==> config.mk <==
export PLATFORM = sky130hd
export DESIGN_NAME = id_ex_stage_flat
export DESIGN_NICKNAME = d
export VERILOG_FILES = /design/src/rtl/riscv_pkg.sv /design/src/rtl/id_ex_stage_if.sv /design/src/rtl/alu_control_decode.sv /design/src/rtl/id_ex_stage.sv /design/src/flat_wrapper.sv
export SDC_FILE = /design/constraint.sdc
export NUM_CORES = 1
export LEC_CHECK = 0
export ABC_AREA = 1
export CORE_MARGIN = 10
export CORE_UTILIZATION = 35
export DETAILED_ROUTE_END_ITERATION = 12
export PLACE_DENSITY = 0.67
export SYNTH_ARGS = -nofsm -noshare
export SYNTH_HDL_FRONTEND = slang
export SYNTH_SLANG_ARGS = --single-unit
==> constraint.sdc <==
create_clock -name clk -period 1.7 [get_ports clk]
set_input_delay 0.425 -clock clk [delete_from_list [all_inputs] [get_ports clk]]
set_output_delay 0.425 -clock clk [all_outputs]
set_load 0.01 [all_outputs]
==> src/rtl/riscv_pkg.sv <==
// Shared RISC-V core definitions: widths, ALU control codes, ALUOp
// encodings, the ID/EX payload record and the forwarding match helper.
package riscv_pkg;

  localparam int XLEN = 32;
  localparam int REGW = 5;

  // ALU control codes understood by the ALU
  localparam logic [3:0] ALU_AND     = 4'b0000;
  localparam logic [3:0] ALU_OR      = 4'b0001;
  localparam logic [3:0] ALU_ADD     = 4'b0010;
  localparam logic [3:0] ALU_SUB     = 4'b0110;
  localparam logic [3:0] ALU_ILLEGAL = 4'b1111;

  // ALUOp encodings produced by the main decoder
  localparam logic [1:0] ALUOP_MEM    = 2'b00;
  localparam logic [1:0] ALUOP_BRANCH = 2'b01;
  localparam logic [1:0] ALUOP_ARITH  = 2'b10;
  localparam logic [1:0] ALUOP_RSVD   = 2'b11;

  // Everything the stage holds for one instruction
  typedef struct packed {
    logic [XLEN-1:0] pc;
    logic [XLEN-1:0] rs1_data;
    logic [XLEN-1:0] rs2_data;
    logic [XLEN-1:0] imm;
    logic [REGW-1:0] rs1;
    logic [REGW-1:0] rs2;
    logic [REGW-1:0] rd;
    logic [3:0]      control;
    logic            illegal;
    logic            alu_src;
    logic            reg_write;
  } idex_payload_t;

  // Write-back hits a source operand; x0 is hardwired and never matches
  function automatic logic fwd_hit(input logic            we,
                                   input logic [REGW-1:0] wb_rd,
                                   input logic [REGW-1:0] rs);
    return we && (wb_rd != '0) && (wb_rd == rs);
  endfunction

endpackage

==> src/rtl/id_ex_stage_if.sv <==
// Decode-side, write-back and ALU-side signals of the ID/EX stage.
// slave = the stage itself, master = its environment.
interface id_ex_stage_if;
  import riscv_pkg::*;

  // decode side
  logic            in_valid;
  logic            in_ready;
  logic [XLEN-1:0] in_pc;
  logic [XLEN-1:0] in_rs1_data;
  logic [XLEN-1:0] in_rs2_data;
  logic [XLEN-1:0] in_imm;
  logic [REGW-1:0] in_rs1;
  logic [REGW-1:0] in_rs2;
  logic [REGW-1:0] in_rd;
  logic [1:0]      in_alu_op;
  logic [2:0]      in_funct3;
  logic            in_funct7b5;
  logic            in_is_rtype;
  logic            in_alu_src;
  logic            in_reg_write;
  // write-back port
  logic            fwd_we;
  logic [REGW-1:0] fwd_rd;
  logic [XLEN-1:0] fwd_data;
  logic            flush;
  // ALU side
  logic            out_valid;
  logic            out_ready;
  logic [XLEN-1:0] out_rd1;
  logic [XLEN-1:0] out_rd2_or_imm;
  logic [3:0]      out_control;
  logic [XLEN-1:0] out_store_data;
  logic [REGW-1:0] out_rd;
  logic            out_reg_write;
  logic [XLEN-1:0] out_pc;
  logic            out_illegal;

  modport slave (
    input  in_valid, in_pc, in_rs1_data, in_rs2_data, in_imm,
           in_rs1, in_rs2, in_rd, in_alu_op, in_funct3, in_funct7b5,
           in_is_rtype, in_alu_src, in_reg_write,
           fwd_we, fwd_rd, fwd_data, flush, out_ready,
    output in_ready, out_valid, out_rd1, out_rd2_or_imm, out_control,
           out_store_data, out_rd, out_reg_write, out_pc, out_illegal
  );

  modport master (
    output in_valid, in_pc, in_rs1_data, in_rs2_data, in_imm,
           in_rs1, in_rs2, in_rd, in_alu_op, in_funct3, in_funct7b5,
           in_is_rtype, in_alu_src, in_reg_write,
           fwd_we, fwd_rd, fwd_data, flush, out_ready,
    input  in_ready, out_valid, out_rd1, out_rd2_or_imm, out_control,
           out_store_data, out_rd, out_reg_write, out_pc, out_illegal
  );

endinterface

==> src/rtl/alu_control_decode.sv <==
// ALUOp/funct3/funct7 to 4-bit ALU control. Purely combinational so later
// stages can reuse it.
module alu_control_decode
  import riscv_pkg::*;
(
  input  logic [1:0] alu_op_i,
  input  logic [2:0] funct3_i,
  input  logic       funct7b5_i,
  input  logic       is_rtype_i,
  output logic [3:0] control_o,
  output logic       illegal_o
);

  // funct7b5 only means SUB for register-register ops; ADDI ignores it
  always_comb begin
    control_o = ALU_ILLEGAL;
    case (alu_op_i)
      ALUOP_MEM:    control_o = ALU_ADD;
      ALUOP_BRANCH: control_o = ALU_SUB;
      ALUOP_ARITH: begin
        case (funct3_i)
          3'b000:  control_o = (is_rtype_i && funct7b5_i) ? ALU_SUB : ALU_ADD;
          3'b111:  control_o = ALU_AND;
          3'b110:  control_o = ALU_OR;
          default: control_o = ALU_ILLEGAL;
        endcase
      end
      default:      control_o = ALU_ILLEGAL;
    endcase
  end

  assign illegal_o = (control_o == ALU_ILLEGAL);

endmodule

==> src/rtl/id_ex_stage.sv <==
// ID/EX pipeline register: valid/ready capture of decoded fields, ALU
// control generation, write-back forwarding at capture and while stalled,
// and operand-B selection from registered state.
module id_ex_stage
  import riscv_pkg::*;
(
  input  logic          clk,
  input  logic          rst_n,
  id_ex_stage_if.slave  bus
);

  localparam logic [0:0] ST_EMPTY = 1'b0;
  localparam logic [0:0] ST_FULL  = 1'b1;

  logic [0:0]    state_q, state_d;
  idex_payload_t pl_q, pl_d;
  logic [3:0]    dec_ctrl;
  logic          dec_illegal;
  logic          xfer;
  logic          stalled;

  alu_control_decode u_dec (
    .alu_op_i   (bus.in_alu_op),
    .funct3_i   (bus.in_funct3),
    .funct7b5_i (bus.in_funct7b5),
    .is_rtype_i (bus.in_is_rtype),
    .control_o  (dec_ctrl),
    .illegal_o  (dec_illegal)
  );

  assign bus.in_ready = (state_q == ST_EMPTY) | bus.out_ready;
  assign xfer         = bus.in_valid & bus.in_ready;
  assign stalled      = (state_q == ST_FULL) & ~bus.out_ready;

  // Next state; flush wins and also swallows a same-cycle transfer
  always_comb begin
    state_d = state_q;
    if (bus.flush) begin
      state_d = ST_EMPTY;
    end else begin
      case (state_q)
        ST_EMPTY: state_d = xfer ? ST_FULL : ST_EMPTY;
        ST_FULL:  if (bus.out_ready) state_d = xfer ? ST_FULL : ST_EMPTY;
        default:  state_d = ST_EMPTY;
      endcase
    end
  end

  // Payload: load on transfer (forwarding the new sources), otherwise
  // patch held sources from write-back while stalled
  always_comb begin
    pl_d = pl_q;
    if (xfer) begin
      pl_d.pc        = bus.in_pc;
      pl_d.rs1_data  = fwd_hit(bus.fwd_we, bus.fwd_rd, bus.in_rs1) ?
                       bus.fwd_data : bus.in_rs1_data;
      pl_d.rs2_data  = fwd_hit(bus.fwd_we, bus.fwd_rd, bus.in_rs2) ?
                       bus.fwd_data : bus.in_rs2_data;
      pl_d.imm       = bus.in_imm;
      pl_d.rs1       = bus.in_rs1;
      pl_d.rs2       = bus.in_rs2;
      pl_d.rd        = bus.in_rd;
      pl_d.control   = dec_ctrl;
      pl_d.illegal   = dec_illegal;
      pl_d.alu_src   = bus.in_alu_src;
      pl_d.reg_write = bus.in_reg_write;
    end else if (stalled) begin
      if (fwd_hit(bus.fwd_we, bus.fwd_rd, pl_q.rs1)) pl_d.rs1_data = bus.fwd_data;
      if (fwd_hit(bus.fwd_we, bus.fwd_rd, pl_q.rs2)) pl_d.rs2_data = bus.fwd_data;
    end
  end

  // State and payload registers; reset clears everything to zero
  always_ff @(posedge clk or negedge rst_n) begin
    if (!rst_n) begin
      state_q <= ST_EMPTY;
      pl_q    <= '0;
    end else begin
      state_q <= state_d;
      pl_q    <= pl_d;
    end
  end

  assign bus.out_valid      = (state_q == ST_FULL);
  assign bus.out_rd1        = pl_q.rs1_data;
  assign bus.out_rd2_or_imm = pl_q.alu_src ? pl_q.imm : pl_q.rs2_data;
  assign bus.out_store_data = pl_q.rs2_data;
  assign bus.out_control    = pl_q.control;
  assign bus.out_illegal    = pl_q.illegal;
  assign bus.out_rd         = pl_q.rd;
  assign bus.out_reg_write  = pl_q.reg_write;
  assign bus.out_pc         = pl_q.pc;

endmodule

==> src/flat_wrapper.sv <==
// flat-port wrapper written by rule: the top's interface ports become plain ports
module id_ex_stage_flat import riscv_pkg::*;
  (clk, rst_n, bus_in_valid, bus_in_pc, bus_in_rs1_data, bus_in_rs2_data, bus_in_imm, bus_in_rs1, bus_in_rs2, bus_in_rd, bus_in_alu_op, bus_in_funct3, bus_in_funct7b5, bus_in_is_rtype, bus_in_alu_src, bus_in_reg_write, bus_fwd_we, bus_fwd_rd, bus_fwd_data, bus_flush, bus_out_ready, bus_in_ready, bus_out_valid, bus_out_rd1, bus_out_rd2_or_imm, bus_out_control, bus_out_store_data, bus_out_rd, bus_out_reg_write, bus_out_pc, bus_out_illegal);
  id_ex_stage_if bus_i ();
  input  logic clk;
  input  logic rst_n;
  input wire logic [$bits(bus_i.in_valid)-1:0] bus_in_valid;
  input wire logic [$bits(bus_i.in_pc)-1:0] bus_in_pc;
  input wire logic [$bits(bus_i.in_rs1_data)-1:0] bus_in_rs1_data;
  input wire logic [$bits(bus_i.in_rs2_data)-1:0] bus_in_rs2_data;
  input wire logic [$bits(bus_i.in_imm)-1:0] bus_in_imm;
  input wire logic [$bits(bus_i.in_rs1)-1:0] bus_in_rs1;
  input wire logic [$bits(bus_i.in_rs2)-1:0] bus_in_rs2;
  input wire logic [$bits(bus_i.in_rd)-1:0] bus_in_rd;
  input wire logic [$bits(bus_i.in_alu_op)-1:0] bus_in_alu_op;
  input wire logic [$bits(bus_i.in_funct3)-1:0] bus_in_funct3;
  input wire logic [$bits(bus_i.in_funct7b5)-1:0] bus_in_funct7b5;
  input wire logic [$bits(bus_i.in_is_rtype)-1:0] bus_in_is_rtype;
  input wire logic [$bits(bus_i.in_alu_src)-1:0] bus_in_alu_src;
  input wire logic [$bits(bus_i.in_reg_write)-1:0] bus_in_reg_write;
  input wire logic [$bits(bus_i.fwd_we)-1:0] bus_fwd_we;
  input wire logic [$bits(bus_i.fwd_rd)-1:0] bus_fwd_rd;
  input wire logic [$bits(bus_i.fwd_data)-1:0] bus_fwd_data;
  input wire logic [$bits(bus_i.flush)-1:0] bus_flush;
  input wire logic [$bits(bus_i.out_ready)-1:0] bus_out_ready;
  output wire logic [$bits(bus_i.in_ready)-1:0] bus_in_ready;
  output wire logic [$bits(bus_i.out_valid)-1:0] bus_out_valid;
  output wire logic [$bits(bus_i.out_rd1)-1:0] bus_out_rd1;
  output wire logic [$bits(bus_i.out_rd2_or_imm)-1:0] bus_out_rd2_or_imm;
  output wire logic [$bits(bus_i.out_control)-1:0] bus_out_control;
  output wire logic [$bits(bus_i.out_store_data)-1:0] bus_out_store_data;
  output wire logic [$bits(bus_i.out_rd)-1:0] bus_out_rd;
  output wire logic [$bits(bus_i.out_reg_write)-1:0] bus_out_reg_write;
  output wire logic [$bits(bus_i.out_pc)-1:0] bus_out_pc;
  output wire logic [$bits(bus_i.out_illegal)-1:0] bus_out_illegal;
  assign bus_i.in_valid = bus_in_valid;
  assign bus_i.in_pc = bus_in_pc;
  assign bus_i.in_rs1_data = bus_in_rs1_data;
  assign bus_i.in_rs2_data = bus_in_rs2_data;
  assign bus_i.in_imm = bus_in_imm;
  assign bus_i.in_rs1 = bus_in_rs1;
  assign bus_i.in_rs2 = bus_in_rs2;
  assign bus_i.in_rd = bus_in_rd;
  assign bus_i.in_alu_op = bus_in_alu_op;
  assign bus_i.in_funct3 = bus_in_funct3;
  assign bus_i.in_funct7b5 = bus_in_funct7b5;
  assign bus_i.in_is_rtype = bus_in_is_rtype;
  assign bus_i.in_alu_src = bus_in_alu_src;
  assign bus_i.in_reg_write = bus_in_reg_write;
  assign bus_i.fwd_we = bus_fwd_we;
  assign bus_i.fwd_rd = bus_fwd_rd;
  assign bus_i.fwd_data = bus_fwd_data;
  assign bus_i.flush = bus_flush;
  assign bus_i.out_ready = bus_out_ready;
  assign bus_in_ready = bus_i.in_ready;
  assign bus_out_valid = bus_i.out_valid;
  assign bus_out_rd1 = bus_i.out_rd1;
  assign bus_out_rd2_or_imm = bus_i.out_rd2_or_imm;
  assign bus_out_control = bus_i.out_control;
  assign bus_out_store_data = bus_i.out_store_data;
  assign bus_out_rd = bus_i.out_rd;
  assign bus_out_reg_write = bus_i.out_reg_write;
  assign bus_out_pc = bus_i.out_pc;
  assign bus_out_illegal = bus_i.out_illegal;
  id_ex_stage u_core (.clk(clk), .rst_n(rst_n), .bus(bus_i));
endmodule
# Word-level counts from Yosys, hierarchy flattened
# Index checks and enable logic that the tools add are counted.
dict set report totals {
  in_bits 195
  register_bits 151
}
dict set report op_classes {
  n_bitwise 5
  mux 14
  n_reduce_logical 14
  eq_ne 9
}
# op n
set op_table {}
lappend op_table {{2-to-1 mux 32 bit} 5}
lappend op_table {{2-to-1 mux 64 bit} 2}
lappend op_table {{one-hot mux 4 bit (3 select lines)} 2}
lappend op_table {{equality test 5 bit} 4}
lappend op_table {{equality test 3 bit (second input constant)} 2}
lappend op_table {{logical AND 1 bit} 6}
lappend op_table {{nonzero test 2 bit} 3}
lappend op_table {{nonzero test 5 bit} 1}
lappend op_table {{equality test 4 bit (second input constant)} 1}
lappend op_table {{AND reduction 2 bit} 2}
lappend op_table {{zero test 3 bit} 1}
lappend op_table {{2-to-1 mux 1 bit} 3}
lappend op_table {{2-to-1 mux 3 bit} 1}
lappend op_table {{AND 1 bit} 2}
lappend op_table {{equality test 2 x 1 -> 1 bit (second input constant)} 1}
lappend op_table {{equality test 2 bit (second input constant)} 1}
lappend op_table {{zero test 2 bit} 1}
lappend op_table {{NOT 1 bit} 2}
lappend op_table {{one-hot mux 1 bit (2 select lines)} 1}
lappend op_table {{OR 1 bit} 1}

# Depth between registers and ports, before layout
dict set report logic_depth {
  depth_word 7
  depth_mapped 12
  mapped_depth_nobuf 11
}

# Cells and area by module
# A second synthesis with hierarchy kept.
dict set report unflattened {
  cells_unflattened 1124
  hier_area_um2 8504.4
}
# module seq_area_each_um2 n_inst cells_per_inst area_per_inst_um2
set by_module_without_submodules {}
lappend by_module_without_submodules {id_ex_stage 3778.6 1 1104 8420.6}
lappend by_module_without_submodules {alu_control_decode 0.0 1 20 83.8}

# Least setup slack after synthesis
# OpenSTA, ideal clock, no wires.
dict set report synth_path {
  kind {register to output}
  from {reg u_core.pl_q[1] (netlist name)}
  to {out bus_out_rd2_or_imm[0]}
  path_stages_with_launch 4
  t_arrival_ps 1099
  t_required_ps 1275
  path_buffers 2
  path_slack_ps 176
  cell_sequence {dfrtp_1 > clkbuf_1 > buf_2 > mux2_2}
}
dict set report synth_between {
  elab_chain_cells 1
}
# item line_no
set synth_rtl {}
lappend synth_rtl {{start, declared} id_ex_stage.sv:16} ;# idex_payload_t pl_q, pl_d;
lappend synth_rtl {{start signal, assigned} id_ex_stage.sv:80} ;# pl_q <= pl_d;
lappend synth_rtl {{2-to-1 mux 32 bit} id_ex_stage.sv:86} ;# assign bus.out_rd2_or_imm = pl_q.alu_src ? pl_q.imm : pl_q.rs2_data;
lappend synth_rtl {{end, declared} flat_wrapper.sv:29} ;# output wire logic [$bits(bus_i.out_rd2_or_imm)-1:0] bus_out_rd2_or_imm;
# No other way between the ends.

# Final worst setup path
# Same ends and word-level chain as after synthesis.

==> parameters.txt <==
Parameter                              Value

Timing
  Post-route worst setup slack ... -278 ps
  Minimum clock period ... 1980 ps
  Final clock period utilization by the worst path ... 1.16
  Final hold violation count ... 0
  Setup-violating endpoint count in the final report ... 32
  Setup repair after global routing missed its margin ... true
  Worst Hold Slack ... a little under 300 ps
  Max Clock Skew ... 12.9 ps
  Highest achievable clock rate ... 0.505 GHz
  Final Slew Violations ... 0
  Relative slew slack ... 0.723
  Actual transition at the worst max-transition pin ... ~420 ps

Outcome
  Run status ... finished with violations
  Violations in the final reports ... setup timing

Logic synthesis
  Average cell area after synthesis ... around 7.7 um^2
  Syn Std Cell Area ... 8550 um^2
  Number of flip-flops and latches in the synthesized netlist ... 151
  Count of mapped cells out of synthesis ... roughly 1100
  Number of warnings printed during yosys synthesis ... 0
  Sequential share of the synthesized area ... 0.442
  Number of library cell types mapped by synthesis ... 23
  Mapped Nets ... approximately 1300

Cells and area
  Final non-filler cell total ... 1719
  NumNets Final ... 1577
  Area growth, synth to finish ... 45.3%
  Proportion of layout cells with a drive suffix above 1 ... 0.140
  Most frequent cells in the layout ... sky130_fd_sc_hd__nand2_1, sky130_fd_sc_hd__clkdlybuf4s50_1, sky130_fd_sc_hd__dfrtp_1, sky130_fd_sc_hd__nand3_1
  Most common cell after layout, fill and taps aside ... sky130_fd_sc_hd__nand2_1
  Number of fillers in the final layout ... between 2000 and 2500
  Final standard cell area without fillers ... approximately 12000 um^2

Clock network
  CTS clock-pin slew for the worst setup and hold paths ... ~70 ps
  CTS Root Cell ... sky130_fd_sc_hd__clkbuf_16
  Buffer levels on the longest clock path ... 2
  # H-tree levels ... 4
  Worst skew pair latency ... a little over 400 ps
  Sink Count ... approximately 150
  TritonCTS clock tree ... done
  TritonCTS buffer count ... 17

GRT
  Pin count of the biggest net entering global routing ... 40
  Via count of the first global-routing pass ... between 7000 and 8000
  First-pass GRT wire length ... 47.0 mm
  Initial antenna violation count ... 2
  Global-route total usage across every layer ... 0.193
  Global-route congestion overflow total ... 0

Place
  Final weighted congestion of routability-driven global placement ... 0.864
  Cell area after placement ... about 12000 um^2
  Number of input and output port buffers inserted ... about 340
  Detailed placement HPWL ... ~24 mm
  Number of placed cells counting well taps ... approximately 1700
  Setup slack after placement ... -541 ps

Worst setup path
  Worst EP required ... 1270 ps
  Max Fanout on Critical Path ... 6
  Startpoint type of the worst setup path ... flip-flop
  Signal arrival time at the worst endpoint ... between 1500 and 2000 ps
  Sort of element at the end of the critical path ... output pin
  Critical path class ... flip-flop to output pin

Drt
  Number of nets with antenna violations after detailed routing ... 0
  Total number of vias ... a little under 8000
  Number of detailed-route iterations in the first pass ... 5
  Routed WL per cell ... about 18 um
  Vias per Instance ... 4.52
  Number of DRC markers in iteration 0 ... slightly above 600
  Total Routed Length ... 30.7 mm
  # DRC ... 0

Floorplan
  Die Y-Extent ... 176 um
  Core region area ... between 20000 and 25000 um^2
  I/O Pins ... approximately 340
  Starting utilization of the core area ... 0.354
  Site Rows ... between 50 and 60
  Chip Width ... between 150 and 200 um
  Die footprint ... 31100 um^2

Power and ir drop
  Total leakage power ... ~6.7 nW
  Highest ir drop seen on vdd ... between 400 and 500 uV
  PwrDens ... 904 nW/um^2

Flow run
  Maximum capacitance violations ... 0

Min path
  HP Class ... input pin to flip-flop
==> layer usage <==
metal / up-vias / global-route usage / routed length [um]
li1: 3829 / - / -
met1: 3650 / 0.239 / 12800
met2: 258 / 0.329 / 15300
met3: 24 / 0.0530 / 2080
met4: 2 / 0.0456 / 429
met5: - / 0 / 13
==> report_power, final <==
group          internal, mW  switching, mW  leakage [nW]  total, mW
Clock                  1.94           1.73         0.272       3.67
Combinational          1.67           1.57          4.61       3.24
Sequential             4.05          0.279          1.83       4.33
Total                  7.66           3.58          6.72       11.2
==> flip-flops by register name (all words and copies together) (netlist names) <==
register and count:
u_core.bus.out_reg_write 1, u_core.bus.out_valid 1, u_core.bus.out_rd 5, u_core.pl_q 43, u_core.bus.out_illegal 1, u_core.bus.out_rd1 32, u_core.bus.out_control 4, u_core.bus.out_pc 32
u_core.bus.out_store_data 32
==> worst paths after layout <==
kind	startpoint	end	slack, ps	depth (start not counted)
setup reg to reg	u_core.bus.out_valid	u_core.bus.out_store_data[22]	70	9
max in group asynchronous	rst_n	u_core.pl_q[1]	620	3
min in group asynchronous	rst_n	u_core.bus.out_rd1[28]	480	2
hold reg to reg	u_core.bus.out_pc[25]	u_core.bus.out_pc[25]	470	2
hold / removal	bus_in_rs2[0]	u_core.pl_q[12]	290	3
setup / recovery	u_core.pl_q[1]	bus_out_rd2_or_imm[0]	-280	4
==> critical path, stage by stage (launching register included) <==
cell	delay, ps
sky130_fd_sc_hd__dfrtp_2	390
sky130_fd_sc_hd__buf_6	130
sky130_fd_sc_hd__buf_12	130
sky130_fd_sc_hd__mux2_2	350
sky130_fd_sc_hd__buf_2	150
==> cell usage after synthesis <==
master	n	share of area
sky130_fd_sc_hd__nor2_8	2	0.0047
sky130_fd_sc_hd__inv_4	2	0.0015
sky130_fd_sc_hd__inv_1	114	0.050
sky130_fd_sc_hd__inv_2	6	0.0026
sky130_fd_sc_hd__dfrtp_1	151	0.44
sky130_fd_sc_hd__buf_6	20	0.026
sky130_fd_sc_hd__xnor2_1	4	0.0041
sky130_fd_sc_hd__nand2_2	1	0.00073
sky130_fd_sc_hd__xor2_1	4	0.0041
sky130_fd_sc_hd__buf_2	27	0.016
sky130_fd_sc_hd__nand2_4	6	0.0079
sky130_fd_sc_hd__nand3_1	133	0.078
sky130_fd_sc_hd__a21oi_1	4	0.0023
sky130_fd_sc_hd__mux2_2	32	0.042
sky130_fd_sc_hd__nor2_2	4	0.0029
sky130_fd_sc_hd__o21ai_0	11	0.0064
sky130_fd_sc_hd__buf_1	3	0.0013
sky130_fd_sc_hd__nor3_1	1	0.00058
sky130_fd_sc_hd__nand2_1	469	0.21
sky130_fd_sc_hd__nand3_2	2	0.0023
sky130_fd_sc_hd__nor2_1	8	0.0035
sky130_fd_sc_hd__buf_4	106	0.093
sky130_fd_sc_hd__clkbuf_1	4	0.0018
==> logic make-up (layout without fill, tap and decap cells) <==
family	count (synthesis)	after routing	share of synthesized area
AOI/OAI and AO/OA	15	15	0.00878
xor gates and xnor gates	8	8	0.00819
buffers and inverters	282	562	0.192
DFF	151	151	0.442
muxes	32	32	0.0421
other	0	1	0
and+or+nand+nor	626	626	0.306
==> cell type report <==
| type | count | area (um^2) | share of cell area |
|---|---|---|---|
| clock buffers | 17 | 425 | 0.0342 |
| diodes | 1 | 2.50 | 0.000201 |
| flip-flops and latches | 151 | 3780 | 0.304 |
| multi-input cells | 681 | 3180 | 0.256 |
| well taps | 324 | 405 | 0.0326 |
| repair buffers | 409 | 4030 | 0.324 |
| inverters | 122 | 468 | 0.0377 |
| clock inverters | 14 | 134 | 0.0108 |
==> per-stage QoR <==
step / total power, mW / setup TNS [ps] / utilization
3_3_place_gp: 7.77 / -63030 / 0.490
6_report: 11.2 / -7990 / 0.514
2_1_floorplan: 6.13 / 0 / -
3_5_place_dp: 7.81 / -65700 / 0.490
4_1_cts: 11.3 / -9100 / 0.512
5_1_grt: 11.9 / -9920 / 0.514
==> what timing repair did <==
item                                    CTS  global route
resized for setup                       277            21
gates cloned                              3             1
pin swaps                                 2             2
endpoints found under the hold margin    31             0
buffers inserted                          5             0
hold buffers                              1             0
endpoints found under the setup margin  205            63
No activity file was read; power rests on OpenSTA's default activity.
